[src/rtl/game_pkg.sv]
// game_pkg: shared game types, screen/obstacle geometry and spawn timing helpers
package game_pkg;
  typedef enum logic [1:0] {GAME_IDLE, GAME_PLAY, GAME_OVER} game_state_t;
  typedef enum logic [1:0] {WAIT, SCAN, SPAWN, HIT} sched_state_t;
  localparam int SCREEN_W = 640;
  localparam int OBST_W = 16;
  localparam int BALL_R = 4;
  localparam int NUM_SLOTS = 4;
  localparam int LANE_Y_BASE = 64;
  localparam int LANE_Y_PITCH = 96;
  function automatic logic [5:0] spawn_period(input logic [1:0] spd);
    return spd == 2'd3 ? 6'd16 : spd == 2'd2 ? 6'd32 : 6'd48;
  endfunction
  function automatic logic [9:0] lane_y(input logic [1:0] lane);
    return 10'(LANE_Y_BASE + LANE_Y_PITCH * int'(lane));
  endfunction
endpackage

[src/rtl/obstacle_hit_check.sv]
// obstacle_hit_check: ball-vs-obstacle box overlap using 11-bit unsigned compares
module obstacle_hit_check #(
  parameter int OBST_W = game_pkg::OBST_W,
  parameter int BALL_R = game_pkg::BALL_R
) (
  input  logic [9:0] obj_x_i,
  input  logic [9:0] obj_y_i,
  input  logic [9:0] ball_x_i,
  input  logic [9:0] ball_y_i,
  output logic       hit_o
);
  logic [10:0] bx, by, ox, oy;
  assign bx = {1'b0, ball_x_i};
  assign by = {1'b0, ball_y_i};
  assign ox = {1'b0, obj_x_i};
  assign oy = {1'b0, obj_y_i};
  assign hit_o = (bx + 11'(BALL_R) >= ox) && (bx < ox + 11'(OBST_W + BALL_R)) &&
                 (by + 11'(BALL_R) >= oy) && (by < oy + 11'(OBST_W + BALL_R));
endmodule

[src/rtl/obstacle_scheduler.sv]
// obstacle_scheduler: per-frame obstacle mover, spawner and ball collision detector
module obstacle_scheduler #(
  parameter int NUM_SLOTS = game_pkg::NUM_SLOTS,
  parameter int SCREEN_W = game_pkg::SCREEN_W,
  parameter int OBST_W = game_pkg::OBST_W,
  parameter int BALL_R = game_pkg::BALL_R
) (
  input  logic                   clk,
  input  logic                   reset,
  input  logic                   frame_tick,
  input  logic                   level_en,
  input  logic [1:0]             speed,
  input  logic [1:0]             obstacle_count,
  input  logic                   reset_level,
  input  logic [9:0]             ball_x,
  input  logic [9:0]             ball_y,
  output logic [NUM_SLOTS-1:0]   obst_valid,
  output logic [10*NUM_SLOTS-1:0] obst_x,
  output logic [10*NUM_SLOTS-1:0] obst_y,
  output logic                   sprite_collision,
  output logic [2:0]             active_count,
  output logic                   busy
);
  import game_pkg::*;
  localparam int IW = NUM_SLOTS > 1 ? $clog2(NUM_SLOTS) : 1;
  sched_state_t state_q, state_d;
  logic [IW-1:0] idx_q, idx_d;
  logic hit_q, hit_d;
  logic [NUM_SLOTS-1:0] valid_q, valid_d;
  logic [NUM_SLOTS-1:0][9:0] x_q, x_d, y_q, y_d;
  logic [5:0] timer_q, timer_d;
  logic [1:0] lane_q, lane_d;
  logic coll_q;
  logic [9:0] step, cur_x, cur_y, new_x;
  logic retire, slot_hit, can_spawn, found;
  logic [5:0] timer_inc, period;
  logic [IW-1:0] free_idx;
  assign step = {7'd0, speed, 1'b0};
  assign cur_x = x_q[idx_q];
  assign cur_y = y_q[idx_q];
  assign new_x = cur_x - step;
  assign retire = cur_x < step;
  assign period = spawn_period(speed);
  assign timer_inc = timer_q + 6'd1;
  assign can_spawn = (timer_inc >= period) && (active_count < {1'b0, obstacle_count}) && found;
  // one comparator serves every slot as SCAN walks the index
  obstacle_hit_check #(.OBST_W(OBST_W), .BALL_R(BALL_R)) u_hit (
    .obj_x_i(new_x),
    .obj_y_i(cur_y),
    .ball_x_i(ball_x),
    .ball_y_i(ball_y),
    .hit_o(slot_hit)
  );
  always_comb begin
    found = 1'b0;
    free_idx = '0;
    for (int i = NUM_SLOTS - 1; i >= 0; i--) begin
      if (!valid_q[i]) begin
        found = 1'b1;
        free_idx = IW'(i);
      end
    end
  end
  always_comb begin
    active_count = '0;
    for (int i = 0; i < NUM_SLOTS; i++) active_count = active_count + {2'b0, valid_q[i]};
  end
  always_comb begin
    state_d = state_q;
    idx_d = idx_q;
    hit_d = hit_q;
    valid_d = valid_q;
    x_d = x_q;
    y_d = y_q;
    timer_d = timer_q;
    lane_d = lane_q;
    unique case (state_q)
      WAIT: if (frame_tick && level_en && speed != 2'd0) begin
        state_d = SCAN;
        idx_d = '0;
        hit_d = 1'b0;
      end
      SCAN: begin
        if (valid_q[idx_q]) begin
          valid_d[idx_q] = !retire;
          x_d[idx_q] = retire ? cur_x : new_x;
          hit_d = hit_q || (!retire && slot_hit);
        end
        idx_d = idx_q + 1'b1;
        if (idx_q == IW'(NUM_SLOTS - 1)) state_d = hit_d ? HIT : SPAWN;
      end
      SPAWN: begin
        state_d = WAIT;
        timer_d = timer_inc >= period ? period : timer_inc;
        if (can_spawn) begin
          valid_d[free_idx] = 1'b1;
          x_d[free_idx] = 10'(SCREEN_W - OBST_W);
          y_d[free_idx] = lane_y(lane_q);
          timer_d = '0;
          lane_d = lane_q + 2'd1;
        end
      end
      default: ;
    endcase
  end
  always_ff @(posedge clk) begin
    if (!reset || reset_level) begin
      state_q <= WAIT;
      idx_q <= '0;
      hit_q <= 1'b0;
      valid_q <= '0;
      x_q <= '0;
      y_q <= '0;
      timer_q <= '0;
      lane_q <= '0;
      coll_q <= 1'b0;
    end else begin
      state_q <= state_d;
      idx_q <= idx_d;
      hit_q <= hit_d;
      valid_q <= valid_d;
      x_q <= x_d;
      y_q <= y_d;
      timer_q <= timer_d;
      lane_q <= lane_d;
      coll_q <= (state_d == HIT) && (state_q != HIT);
    end
  end
  assign obst_valid = valid_q;
  assign obst_x = x_q;
  assign obst_y = y_q;
  assign sprite_collision = coll_q;
  assign busy = state_q != WAIT;
endmodule

[config.mk]
export PLATFORM = sky130hd
export DESIGN_NAME = obstacle_scheduler
export DESIGN_NICKNAME = d
export VERILOG_FILES = /design/src/rtl/game_pkg.sv /design/src/rtl/obstacle_hit_check.sv /design/src/rtl/obstacle_scheduler.sv
export SDC_FILE = /design/constraint.sdc
export NUM_CORES = 1
export LEC_CHECK = 0
export BUFFER_PORTS_ARGS = -buffer_cell sky130_fd_sc_hd__buf_2
export CAP_MARGIN = 20
export CORE_MARGIN = 2
export CORE_UTILIZATION = 30
export CTS_CLUSTER_SIZE = 20
export DETAILED_ROUTE_END_ITERATION = 10
export GPL_TIMING_DRIVEN = 0
export HOLD_SLACK_MARGIN = 0.08
export PLACE_DENSITY = 0.6
export SLEW_MARGIN = 30
export SYNTH_ARGS = -nofsm -noshare
export SYNTH_HDL_FRONTEND = slang
export SYNTH_SLANG_ARGS = --single-unit
[constraint.sdc]
create_clock -name clk -period 5.4 [get_ports clk]
set_clock_uncertainty 0.2 [all_clocks]
set_input_delay 1.08 -clock clk [delete_from_list [all_inputs] [get_ports clk]]
set_output_delay 1.08 -clock clk [all_outputs]
set_load 0.02 [all_outputs]
Yosys cells after proc, flatten, opt, wreduce, memory -nomap -nowiden. Index checks and enable logic that the tools add are counted.

$add $sub $neg: 12. Multiply operators: 1. Div/mod/pow operators: 0. Order comparisons: 11. Eq/ne operators: 10. Shift-type cells: 0. Multiplexer cells: 46. Bitwise gates (word level): 4. Reduce and logical (&&, ||, !) cells: 23.

Operators with widths (number): $bwmux 40 (2); $mux 40 (2); $pmux 40 s2 (1); $mux 10 (5); $bmux 10 s2 (2); $demux 10 s2 (2); $and 24x24->24 (1); $not 24->24 (1); $add 10x3->11 const B (2); $add 10x5->11 const B (2); $ge 11x10->1 (2); $lt 10x11->1 (2); $mux 6 (3); $or 16x16->16 (1); $mux 2 (7); $logic_and 1x1->1 (11); $mux 1 (11); $add 7x9->10 const A (1); $eq 2x2->1 const B (5); $lt 10x3->1 (1); $sub 10x3->10 (1); $mux 4 (2); $ne 2x2->1 const B (4); $pmux 4 s2 (1); other kinds (25) (35).

Register bits: 98. Bits in latches: 0. Bits in writable memories: 0. Bits in read-only memories: 0. Input port bits: 29. Output and inout port bits: 89. Logic and storage cells: 122. Memories kept: 0.

Depth between registers and ports, before layout. Gate-level depths: netlist of run 1.

Depth in word-level cells: 17. Gate-level depth with buffers: 19. Depth with buffers taken out: 17.

By module. A second synthesis of run 1 with hierarchy kept.

Cells, all modules: 631. Area total of the unflattened synthesis: 5651.7 um^2.

Modules (own cells, without submodules): obstacle_scheduler (times used 1, cells an instance 468, area each 4376.7 um^2, sequential area each 1561.5 um^2); obstacle_hit_check (times used 1, cells an instance 163, area each 1275.0 um^2, sequential area each 0.0 um^2).

Least setup slack after synthesis of run 1. Ideal clock, no wire load.

Kind: register to register. Start point: reg idx_q[1]. End point: reg state_q[0]. Library setup time: 87 ps. Data arrival time: 4219 ps. Required time: 5113 ps. Setup slack: 895 ps. Stages on the path, launching flop included: 20. Path buffers: 2. Period minus slack after synthesis: 4505 ps. Cell sequence: dfxtp_1 > buf_6 > buf_1 > mux4_2 > inv_1 > ha_1 > fa_1 > inv_1 > nor3_2 > xor2_1 > inv_1 > nor3_2 > xor2_1 > ha_1 > o21a_1 > o21ai_0 > nor2_1 > a211oi_1 > a221oi_2 > a221oi_2.

Longest elaborated chain between the ends: 15. Elaborated cells on any way between the ends: 26. Classes of those cells: 3 x add/sub; 5 x order compare; 1 x eq/ne; 11 x mux; 6 x reduce/logical.

RTL lines: start: declaration (RTL line obstacle_scheduler.sv:27) `logic [IW-1:0] idx_q, idx_d;`; start signal: assignment (RTL line obstacle_scheduler.sv:119) `idx_q <= idx_d;`; $bmux 10 s2 (RTL line obstacle_scheduler.sv:39) `assign cur_x = x_q[idx_q];`; $mux 10 (implied by the code) (RTL line obstacle_scheduler.sv:39); $sub 10x3->10 (RTL line obstacle_scheduler.sv:41) `assign new_x = cur_x - step;`; $add 10x5->11 (RTL line obstacle_hit_check.sv:17) `assign hit_o = (bx + 11'(BALL_R) >= ox) && (bx < ox + 11'(OBST_W + BALL_R)) &&`; $lt 10x11->1 (RTL line obstacle_hit_check.sv:17); $logic_and 1x1->1 (2 in a row) (RTL line obstacle_hit_check.sv:17); $logic_and 1x1->1 (RTL line obstacle_hit_check.sv:18) `(by + 11'(BALL_R) >= oy) && (by < oy + 11'(OBST_W + BALL_R));`; $logic_and 1x1->1 (RTL line obstacle_scheduler.sv:87) `hit_d = hit_q || (!retire && slot_hit);`; $logic_or 1x1->1 (RTL line obstacle_scheduler.sv:87); $mux 1 (RTL line obstacle_scheduler.sv:84) `if (valid_q[idx_q]) begin`; $mux 1 (RTL line obstacle_scheduler.sv:77) `unique case (state_q)`; $mux 1 (RTL line obstacle_scheduler.sv:90) `if (idx_q == IW'(NUM_SLOTS - 1)) state_d = hit_d ? HIT : SPAWN;`; $mux 2 (*) (RTL line obstacle_scheduler.sv:90); $pmux 2 s3 (*) (RTL line obstacle_scheduler.sv:77); end signal: assignment (RTL line obstacle_scheduler.sv:118) `state_q <= state_d;`; end: declaration (RTL line obstacle_scheduler.sv:26) `sched_state_t state_q, state_d;`.

Every way passes the cells marked *; elsewhere a longest branch is shown, timed or not. The select of a mux whose other input is x is not followed. A chain may end at the register's enable or synchronous reset.

Worst setup path in the final report of run 1.
Start point: reg idx_q[0]. End point: reg state_q[0].

Same word-level chain as after synthesis.

==> key figures, run 1 <==
Routing
  • Wire length per cell: 16.4 um
  • Drt total wl: ~16,000 um
  • Iter 0 DRT Violations: 299
  • DR DRC count: 0
  • Final ANT Viol Nets: 0
  • Total vias in the final route: 4,733
  • Vias per cell: 5.00
  • Drt pass-1 iters: 5

Finish
  • Post-Layout Inst Area: 0.00633 mm2
  • Commonest non-fill, non-tap cell in the layout: buf_2
  • Area grow syn2layout: 21.4%
  • Most frequent cells in the layout: buf_2 (99), nor2_1 (78), dfxtp_1 (78)
  • Final nets: 797
  • N_diodes: 0
  • Share of layout cells above drive strength 1: 22.6%
  • Final core utilization: 37.0%

Global routing
  • Initial antenna violation count: 0
  • Vias in the first global route: roughly 4,300
  • Gr usage total: between 10% and 20%
  • Overflow after GRT: 0
  • First-pass GRT wire length: 24,000 um
  • Pin count of the biggest net entering global routing: 14

Flow run
  • Maxcap violations: 0

STA
  • Setup TNS: 0 ns
  • Worst Tran Pin Value: between 0.9 and 1 ns
  • Fin Hold WS: 0.250 ns
  • RSZ-0062 raised after global routing: false
  • Pins Over Slew Limit: 0
  • Final Setup Violations: 0
  • Max frequency: 204 MHz
  • Period minus WS final: roughly 4.9 ns
  • Slew Limit Headroom: 38.2%
  • Final Hold Viols: 0
  • Period utilisation layout: 90.7%

Die
  • Initial Util: about 30%
  • Core area: ~0.017 mm2
  • Die area: ~0.018 mm2
  • Die Width: 136 um
  • # IOs: 118
  • Die Height: 136 um
  • # rows: 48

Yosys
  • Synth async-reset ratio: 0%
  • Post-synthesis sequential area ratio: 29.9%
  • Yosys reg bits: 78
  • Post-Synthesis Cells: 595
  • Yosys synthesis warning count: 0
  • Most used DFF post-synth: dfxtp_1
  • Number of flops mapped to enable cells by yosys: 0
  • Cell variety after synth: 57
  • Synthesized area per cell: 8.76 um2
  • Post-Syn Area: 0.00522 mm2

Worst setup path
  • Slowest Stage Delay on Critical Path: around 0.50 ns
  • Worst EP required: 5.39 ns
  • Stages on the worst setup path: 17
  • Startpoint class of the critical path: flip-flop
  • Cell count of the worst reg-to-reg path: 17
  • FF-to-FF setup slack: 0.50 ns
  • Cell Chain, Critical Path: buf_2 -> mux4_2 -> inv_1 -> ha_1 -> fa_1 -> inv_1 -> nor3_2 -> nor3b_4 -> xnor2_2 -> ha_1 -> and3_1 -> a221oi_1 -> o21ai_0 -> a31oi_1 -> nor3b_1 -> a221oi_2 -> a221oi_2
  • Worst EP arrival: 4.89 ns
  • Highest net fanout along the worst path: 18
  • R2r startpoint: idx_q[0]
  • CP Class: flip-flop to flip-flop
  • CP max stage cell: buf_2
  • CP bufs+invs: 3
  • Crit end category: flip-flop
  • Worst flop-to-flop path endpoint: state_q[0]
  • CP delay by family, top: compound AO/OA/AOI/OAI gates

Clocking
  • Worst-Skew Late Latency: 0.34 ns
  • Hold buffers post-CTS: 0
  • Root buffer cell: clkbuf_16
  • CTS tree: yes
  • Clock Pin Slew Worst Setup and Hold Paths: 0.06 ns
  • Maximum clock path buffer count: 2
  • Htree depth: 3
  • Post CTS Setup Buffer Count: 0
  • Clock buffer count from CTS: 9
  • CTS sink cnt: 78
  • Cts repair resizes: 0

Power
  • Worst VDD drop: 0.000153 V
  • Final Total Pwr: roughly 1300 uW
  • P_sw: 343 uW
  • Sequential share of power: 43.0%
  • Gate power share: 12.1%
  • P_leak: 0.00271 uW
  • Power per cell area: 212 mW/mm2
  • Clk pwr share: between 40% and 50%
  • Sw frac: 25.6%
  • Int Power: 997 uW

Placement
  • Gpl congestion: 0.890
  • Post-DP HPWL: 11,900 um
  • Placed Area: 0.00605 mm2
  • Quantity of I/O buffers inserted on ports: 95

Min path
  • Hold Crit Depth: 2
  • Min-delay src: obst_x[29]
  • HP Class: flip-flop to flip-flop
  • Hold EP: obst_x[29]

Run status
  • Status: finished clean
## routing by layer
| metal | up-vias | share of wire (%) | global-route usage (%) | wire, um |
|---|---|---|---|---|
| li1 | 2314 | - | - | - |
| met1 | 2237 | 46 | 23.1 | 7110 |
| met2 | 161 | 46 | 27.0 | 7140 |
| met3 | 21 | 6.5 | 2.98 | 1010 |
| met4 | 0 | 1.8 | 5.15 | 281 |
| met5 | - | 0 | 0 | 0 |
## synthesized netlist by cell type, types with 2 or more instances
cell type	n	share of area [%]
a211oi_1	9	1.3
a21o_1	3	0.43
a21oi_1	38	3.6
a21oi_2	2	0.34
a221oi_1	2	0.34
a221oi_2	2	0.58
a22oi_1	21	3.0
a31oi_1	3	0.36
and2_1	3	0.36
and3_1	8	0.96
and3b_1	2	0.34
buf_1	2	0.14
buf_2	4	0.38
buf_4	20	2.9
clkbuf_1	16	1.2
dfxtp_1	78	30
fa_1	3	1.2
ha_1	47	11
inv_1	35	2.5
mux2i_1	21	4.0
mux4_1	4	2.0
mux4_2	12	5.2
nand2_1	43	3.1
nand2b_1	5	0.60
nand3_1	18	1.7
nand4_1	7	0.84
nand4b_1	2	0.34
nor2_1	78	5.6
nor2_2	3	0.36
nor2b_1	6	0.72
nor3_1	4	0.38
nor3_2	2	0.38
nor3_4	3	0.94
nor3b_1	3	0.43
o2111ai_1	3	0.50
o211a_1	2	0.38
o21ai_0	32	3.1
o21ai_1	2	0.19
o31ai_1	2	0.29
xnor2_1	17	2.9
xor2_1	12	2.0
## worst min-delay path: stages (launching register included)
cell,delay (ns)
dfxtp_1,0.31
inv_1,0.05
a21oi_1,0.05
## registers in the layout, summed over array words and instances (netlist names)
name and cells:
obst_x 40, obst_y 20, timer_q 6, obst_valid 4, idx_q 2, lane_q 2, state_q 2, hit_q 1
sprite_collision 1
## power by group through the flow
| stage | Sequential [uW] | Combinational (uW) | Clock, uW |
|---|---|---|---|
| 2_1_floorplan | 589 | 115 | 0 |
| 3_3_place_gp | 589 | 160 | 0 |
| 3_5_place_dp | 589 | 162 | 0 |
| 4_1_cts | 576 | 163 | 611 |
| 5_1_grt | 576 | 184 | 637 |
| 6_report | 576 | 163 | 601 |
## final cells by class
type | count | area, um2
multi-input combinational | 458 | 3350
timing repair buffer | 95 | 475
clock inverter | 5 | 60.1
tap | 225 | 282
fill | 1796 | 10800
clock buffer | 10 | 229
sequential | 78 | 1560
inverter | 35 | 131
buffer | 41 | 241
## worst max path at each step
stage                  start         end  slack [ns]
detailed placement  idx_q[1]  state_q[0]        0.07
CTS                 idx_q[1]  state_q[0]        0.06
global route        idx_q[0]  state_q[0]        0.25
finish              idx_q[0]  state_q[0]        0.50
global placement    idx_q[1]  state_q[0]        0.05
floorplan           idx_q[1]  state_q[0]        0.89
## kinds of logic after synthesis
group                    Yosys count  share of synthesized area [%]
XOR/XNOR                          30                           5.18
other                              1                         0.0719
flip-flops                        78                           29.9
AND/OR/NAND/NOR                  193                           18.2
AO/OA/AOI/OAI                    128                           15.6
adder cells (fa/ha/maj)           50                           12.4
buffers and inverters             78                           7.29
multiplexers                      37                           11.2
## through the flow
stage / instances / worst slack (ns)
final: 947 / 0.504
after global routing: 947 / 0.246
after CTS: 949 / 0.0638
after detailed placement: 934 / 0.0664
after global placement: 934 / 0.0542
after floorplan: 614 / 0.895
(Power assumes the default switching activity.)
==> run 2: changes to the inputs <==
--- a/config.mk
+++ b/config.mk
@@ -14,6 +14,7 @@
 export GPL_TIMING_DRIVEN = 0
 export HOLD_SLACK_MARGIN = 0.08
 export PLACE_DENSITY = 0.6
+export RECOVER_POWER = 100
 export SLEW_MARGIN = 30
 export SYNTH_ARGS = -nofsm -noshare
 export SYNTH_HDL_FRONTEND = slang
==> run 2 against run 1 <==
Effect of this change: the flow now finishes with violations (max-capacitance violations, max-slew violations); global-route usage unchanged; core utilization decreased by 0.71 points; clock-buffer cell count unchanged.
==> key figures, run 2 (same netlist as run 1, synthesis figures left out) <==
STA
  • Final Hold Viols: 0 (unchanged)
  • Max frequency: 202 MHz (-0.92%)
  • Period utilisation layout: 91.5% (+0.84 points)
  • Pins Over Slew Limit: 11 (+11)
  • Final Setup Violations: 0 (unchanged)
  • RSZ-0062 raised after global routing: false
  • Worst Tran Pin Value: 1.71 ns (+0.789 ns)
  • Slew Limit Headroom: -15.1% (-53 points)
  • Setup TNS: 0 ns (unchanged)
  • Period minus WS final: 4.94 ns (+0.0453 ns)
  • Setup WS post-layout: 0.458 ns (-0.0453 ns)

Run status
  • Status: complete, but fails checks
  • Failing checks: max-capacitance violations, max-slew violations

Global routing
  • Overflow after GRT: 0 (unchanged)
  • Initial antenna violation count: 0 (unchanged)
  • Gr usage total: 16.8% (unchanged)
  • Vias in the first global route: 4,348 (unchanged)
  • First-pass GRT wire length: 24,000 um (unchanged)
  • Pin count of the biggest net entering global routing: 14 (unchanged)

Die
  • Core area: 0.0171 mm2 (unchanged)
  • Die Width: 136 um (unchanged)
  • # rows: 48 (unchanged)
  • Die Height: 136 um (unchanged)
  • # IOs: 118 (unchanged)
  • Initial Util: 30.5% (unchanged)
  • Die area: 0.0185 mm2 (unchanged)

Worst setup path
  • CP max stage cell: clkbuf_2
  • Cell count of the worst reg-to-reg path: 17 (unchanged)
  • Highest net fanout along the worst path: 18 (unchanged)
  • Crit end category: flip-flop
  • Cell Chain, Critical Path: clkbuf_2 -> mux4_2 -> inv_1 -> ha_1 -> fa_1 -> inv_1 -> nor3_1 -> nor3b_4 -> xnor2_2 -> ha_1 -> and3_1 -> a221oi_1 -> o21ai_0 -> a31oi_1 -> nor3b_1 -> a221oi_2 -> a221oi_2
  • Stages on the worst setup path: 17 (unchanged)
  • CP Class: flip-flop to flip-flop
  • R2r startpoint: idx_q[0]
  • CP startpoint: idx_q[0]
  • Worst flop-to-flop path endpoint: state_q[0]
  • CP bufs+invs: 3 (unchanged)
  • Startpoint class of the critical path: flip-flop
  • Worst EP required: 5.39 ns (about the same)
  • CP delay by family, top: compound AO/OA/AOI/OAI gates
  • FF-to-FF setup slack: 0.46 ns (-0.05 ns)
  • Worst EP arrival: 4.93 ns (+0.04 ns)
  • Setup crit end: state_q[0]
  • Slowest Stage Delay on Critical Path: 0.54 ns (+0.04 ns)

Clocking
  • Cts repair resizes: 0 (unchanged)
  • CTS tree: yes
  • Htree depth: 3 (unchanged)
  • Worst-Skew Late Latency: 0.33 ns (about the same)
  • CTS sink cnt: 78 (unchanged)
  • Hold buffers post-CTS: 0 (unchanged)
  • Clock buffer count from CTS: 9 (unchanged)
  • Root buffer cell: clkbuf_16
  • Clock Pin Slew Worst Setup and Hold Paths: 0.06 ns (about the same)
  • Maximum clock path buffer count: 2 (unchanged)

Power
  • Worst VDD drop: 0.000154 V (+0.49%)
  • Final Total Pwr: 1340 uW (-0.16%)
  • Power per cell area: 216 mW/mm2 (+1.8%)
  • P_leak: 0.00239 uW (-12%)

Routing
  • DR DRC count: 0 (unchanged)
  • Drt pass-1 iters: 5 (unchanged)
  • Iter 0 DRT Violations: 340 (+14%)
  • Wire length per cell: 16.4 um (about the same)
  • Total vias in the final route: 4,711 (-0.46%)
  • Drt total wl: 15,500 um (about the same)
  • Final ANT Viol Nets: 0 (unchanged)
  • Vias per cell: 4.97 (-0.46%)

Placement
  • Placed Area: 0.00605 mm2 (unchanged)
  • Gpl congestion: 0.890 (unchanged)
  • Dpl cells: 934 (unchanged)
  • Quantity of I/O buffers inserted on ports: 95 (unchanged)
  • Pre-CTS setup slack: 0.0664 ns (unchanged)
  • Post-DP HPWL: 11,900 um (unchanged)

Finish
  • Final nets: 797 (unchanged)
  • Area grow syn2layout: 19.0%
  • Fin cells: 947 (unchanged)
  • Largest register FFs: 40 (unchanged)
  • Commonest non-fill, non-tap cell in the layout: clkbuf_1
  • N_diodes: 0 (unchanged)
  • Multi-input gate area: 0.00332 mm2 (-0.97%)
  • Share of layout cells above drive strength 1: 11.8% (-11 points)
  • Storage cell area: 0.00156 mm2 (unchanged)
  • Post-Layout Inst Area: 0.00621 mm2 (-1.9%)
  • Most frequent cells in the layout: clkbuf_1 (88), nor2_1 (81), dfxtp_1 (78)
  • Fill cells: 1,835 (+2.2%)

Min path
  • HP Class: flip-flop to flip-flop

Flow run
  • Maxcap violations: 1 (+1)
==> run 2: worst min-delay path, stage by stage, from the launching register on <==
cell and delay, ns:
dfxtp_1 0.32, inv_1 0.05, a21oi_1 0.05
==> run 2: power by group <==
part | internal (uW) | switching [uW]
clock | 357 | 243
combinational | 63.6 | 98.4
sequential | 576 | 0.461
==> run 2: cell type report <==
type	instances	share of cell area, %
plain buffers	41	3.87
inverters	35	2.12
flip-flops and latches	78	25.2
clock buffers	10	3.69
well taps	225	4.54
clock inverters	5	0.968
repair buffers	95	6.25
multi-input cells	458	53.4
==> run 2: timing repair <==
item | in CTS | in global routing
buffers inserted | 0 | 0
endpoints found under the setup margin | 0 | 3
hold endpoints to repair | 0 | 0
==> run 2: worst min-delay path by stage <==
stage | startpoint | endpoint | slack [ns] | cells after the start
floorplan | state_q[0] | state_q[1] | 0.28 | 2
global placement | obst_x[26] | obst_x[26] | 0.24 | 2
detailed placement | obst_x[29] | obst_x[29] | 0.25 | 2
CTS | obst_x[29] | obst_x[29] | 0.25 | 2
global route | obst_x[29] | obst_x[29] | 0.28 | 2
finish | obst_x[29] | obst_x[29] | 0.26 | 2
==> run 2: through the flow <==
stage / util (%) / hold WS (ns)
2_1_floorplan: - / 0.282
3_3_place_gp: 35.3 / 0.241
3_5_place_dp: 35.3 / 0.246
4_1_cts: 37.0 / 0.254
5_1_grt: 36.3 / 0.281
6_report: 36.3 / 0.255
==> run 2: layer usage <==
| layer | global-route usage (%) | vias up | share of wire [%] |
|---|---|---|---|
| li1 | - | 2323 | - |
| met1 | 23.1 | 2214 | 47 |
| met2 | 27.0 | 154 | 46 |
| met3 | 2.98 | 20 | 5.7 |
| met4 | 5.15 | 0 | 1.9 |
| met5 | 0 | - | 0 |
==> run 3: changes to the inputs <==
--- a/config.mk
+++ b/config.mk
@@ -5,6 +5,7 @@
 export SDC_FILE = /design/constraint.sdc
 export NUM_CORES = 1
 export LEC_CHECK = 0
+export ABC_AREA = 1
 export BUFFER_PORTS_ARGS = -buffer_cell sky130_fd_sc_hd__buf_2
 export CAP_MARGIN = 20
 export CORE_MARGIN = 2
==> run 3 against run 2 <==
Effect of this change: the run now ends clean; die area up 11%; sequential power about the same; sequential cell count unchanged; global-route usage up 1.5 points; setup slack better by 0.20 ns; wire length up 20%; cell area up 10%; synthesized cell count up 36%; fmax up 4.3%; first-iteration DRC count up 51%; largest cell class unchanged.
==> key figures, run 3 <==
Run status
  • Status: finished clean

Worst setup path
  • CP Class: flip-flop to flip-flop
  • Worst EP required: 5.47 ns (+0.08 ns)
  • Worst EP arrival: 4.81 ns (-0.12 ns)
  • CP max stage cell: dfxtp_1
  • Slowest Stage Delay on Critical Path: 0.46 ns (-0.08 ns)
  • R2r startpoint: idx_q[0]
  • Crit end category: flip-flop
  • Cell count of the worst reg-to-reg path: 26 (+9)
  • Worst flop-to-flop path endpoint: sprite_collision
  • FF-to-FF setup slack: 0.66 ns (+0.20 ns)
  • Highest net fanout along the worst path: 10 (-8)
  • Startpoint class of the critical path: flip-flop
  • Setup crit end: sprite_collision
  • CP startpoint: idx_q[0]
  • Crit path top cell by count: nand2_1

Die
  • Die Height: 143 um (+5.3%)
  • Die Width: 143 um (+5.3%)
  • Die area: 0.0205 mm2 (+11%)
  • Initial Util: 30.8% (+0.35 points)
  • Core area: 0.0188 mm2 (+10%)
  • # rows: 50 (+4.2%)
  • # IOs: 118 (unchanged)

Clocking
  • CTS sink cnt: 78 (unchanged)
  • Hold buffers post-CTS: 0 (unchanged)
  • Htree depth: 3 (unchanged)
  • Maximum clock path buffer count: 2 (unchanged)
  • Cts repair resizes: 0 (unchanged)
  • Post CTS Setup Buffer Count: 0 (unchanged)
  • Worst-Skew Late Latency: 0.34 ns (about the same)
  • Clock buffer count from CTS: 9 (unchanged)
  • Clock Pin Slew Worst Setup and Hold Paths: 0.06 ns (about the same)
  • Root buffer cell: clkbuf_16
  • CTS tree: yes

Min path
  • HP Class: flip-flop to flip-flop
  • Hold Crit Depth: 2 (unchanged)

Yosys
  • Most common cell in the netlist: nand2_1
  • Yosys synthesis warning count: 0 (unchanged)
  • Share of the synthesized area in the top cell type: 26.9% (-3.0 points)
  • Most used DFF post-synth: dfxtp_1
  • Synth async-reset ratio: 0% (unchanged)
  • Post-synthesis sequential area ratio: 26.9% (-3.0 points)
  • Number of flops mapped to enable cells by yosys: 0 (unchanged)
  • Leading cell types by count after synthesis: nand2_1 (136), o21ai_0 (92), inv_1 (85)
  • Yosys reg bits: 78 (unchanged)
  • Post-Syn Area: 0.00580 mm2 (+11%)
  • Post-Synthesis Cells: 812 (+36%)
  • Synthesized area per cell: 7.15 um2 (-18%)
  • Cell variety after synth: 52 (-8.8%)
  • Leading area contributor after synthesis: dfxtp_1
  • Synth top area cells: dfxtp_1 (27%), ha_1 (10%), nand2_1 (8.8%)

STA
  • Worst Tran Pin Value: 1.15 ns (-0.562 ns)
  • Max frequency: 211 MHz (+4.3%)
  • Period utilisation layout: 87.7% (-3.8 points)
  • Slew Limit Headroom: 22.8% (+38 points)
  • Pins Over Slew Limit: 0 (-11)
  • Final Setup Violations: 0 (unchanged)
  • Setup TNS: 0 ns (unchanged)
  • Period minus WS final: 4.74 ns (-0.204 ns)
  • Final Hold Viols: 0 (unchanged)
  • RSZ-0062 raised after global routing: false

Placement
  • Post-DP HPWL: 14,400 um (+21%)
  • Gpl congestion: 0.899 (+1.1%)
  • Quantity of I/O buffers inserted on ports: 95 (unchanged)
  • Dpl cells: 1,186 (+27%)

Finish
  • Most frequent cells in the layout: nand2_1 (137), o21ai_0 (94), clkbuf_1 (87)
  • Fill cells: 2,102 (+15%)
  • Fin cells: 1,202 (+27%)
  • Share of layout cells above drive strength 1: 12.6% (+0.86 points)
  • Final nets: 1,016 (+27%)
  • Largest register FFs: 40 (unchanged)
  • Area grow syn2layout: 17.9%
  • N_diodes: 0 (unchanged)
  • Commonest non-fill, non-tap cell in the layout: nand2_1

Power
  • Power per cell area: 210 mW/mm2 (-2.6%)
  • P_leak: 0.00283 uW (+18%)
  • Worst VDD drop: 0.000151 V (-1.8%)

Global routing
  • Pin count of the biggest net entering global routing: 15 (+1)
  • First-pass GRT wire length: 29,200 um (+22%)
  • Overflow after GRT: 0 (unchanged)
  • Gr usage total: 18.3% (+1.5 points)
  • Initial antenna violation count: 0 (unchanged)
  • Vias in the first global route: 5,480 (+26%)

Routing
  • DR DRC count: 0 (unchanged)
  • Wire length per cell: 15.5 um (-5.7%)
  • Drt total wl: 18,600 um (+20%)
  • Drt pass-1 iters: 5 (unchanged)
  • Iter 0 DRT Violations: 513 (+51%)
  • Vias per cell: 4.91 (-1.3%)
  • Final ANT Viol Nets: 0 (unchanged)
  • Total vias in the final route: 5,903 (+25%)

Flow run
  • Maxcap violations: 0 (-1)
==> run 3: changes by cell type in the layout (fill, tap and decap cells not counted), sizes merged, moves of 16 or more <==
cell   change
nand2    +110
o21ai     +63
inv       +57
nand3     +53
a21oi     +29
a31oi     +26
nor2      -22
a22oi     -21
mux2i     -20
mux4      -16
==> run 3: cell families after synthesis <==
logic type	Yosys count	synth area share, %
compound gates	214	21.0
xor+xnor	23	3.60
fa+ha+maj	50	11.2
buf+inv	141	12.2
flops	78	26.9
mux	1	0.388
other cells	1	0.0646
simple gates	304	24.7
==> run 3: cell type report <==
type / instances / area [um2] / share of cell area [%]
flip-flops and latches: 78 / 1560 / 22.8
clock inverters: 6 / 92.6 / 1.35
multi-input cells: 612 / 3550 / 51.9
plain buffers: 50 / 334 / 4.88
repair buffers: 95 / 388 / 5.67
well taps: 260 / 325 / 4.75
inverters: 91 / 352 / 5.14
clock buffers: 10 / 239 / 3.49
==> run 3: per-layer routing <==
layer,vias up,global-route usage (%),wire length (um)
li1,2952,-,-
met2,204,29.5,8290
met5,-,0,0
met1,2720,24.4,8450
met4,0,5.78,407
met3,27,4.09,1450
==> run 3: worst max-delay path, delay by kind of cell (launching register included) <==
family	cells	cell delay, ns
AOI/OAI and AO/OA	5	0.83
xor gates and xnor gates	1	0.14
adders and majority gates	4	1.17
buffers and inverters	5	0.73
DFF	1	0.46
and+or+nand+nor	11	1.14
==> run 3: power breakdown <==
group	leakage, uW	switching (uW)	internal (uW)
logic	0.00204	112	70.1
clock network	0.000156	258	421
registers	0.000628	0.604	575
==> run 3: worst min-delay path by stage <==
stage / startpoint / endpoint / slack [ns]
2_1_floorplan: timer_q[5] / timer_q[5] / 0.26
3_3_place_gp: obst_y[38] / obst_y[38] / 0.27
3_5_place_dp: obst_y[38] / obst_y[38] / 0.26
4_1_cts: obst_y[38] / obst_y[38] / 0.27
5_1_grt: obst_y[9] / obst_y[9] / 0.30
6_report: obst_y[38] / obst_y[38] / 0.27
==> run 3: through the flow <==
stage	area (um2)	hold WS (ns)	total power (uW)	utilization, %	setup slack (ns)
after floorplan	5870	0.258	723	-	1.40
after detailed placement	6680	0.263	771	35.5	0.667
after CTS	7010	0.275	1440	37.2	0.629
after global routing	6840	0.304	1480	36.3	0.196
final	6840	0.274	1440	36.3	0.663
after global placement	6680	0.265	768	35.4	0.693
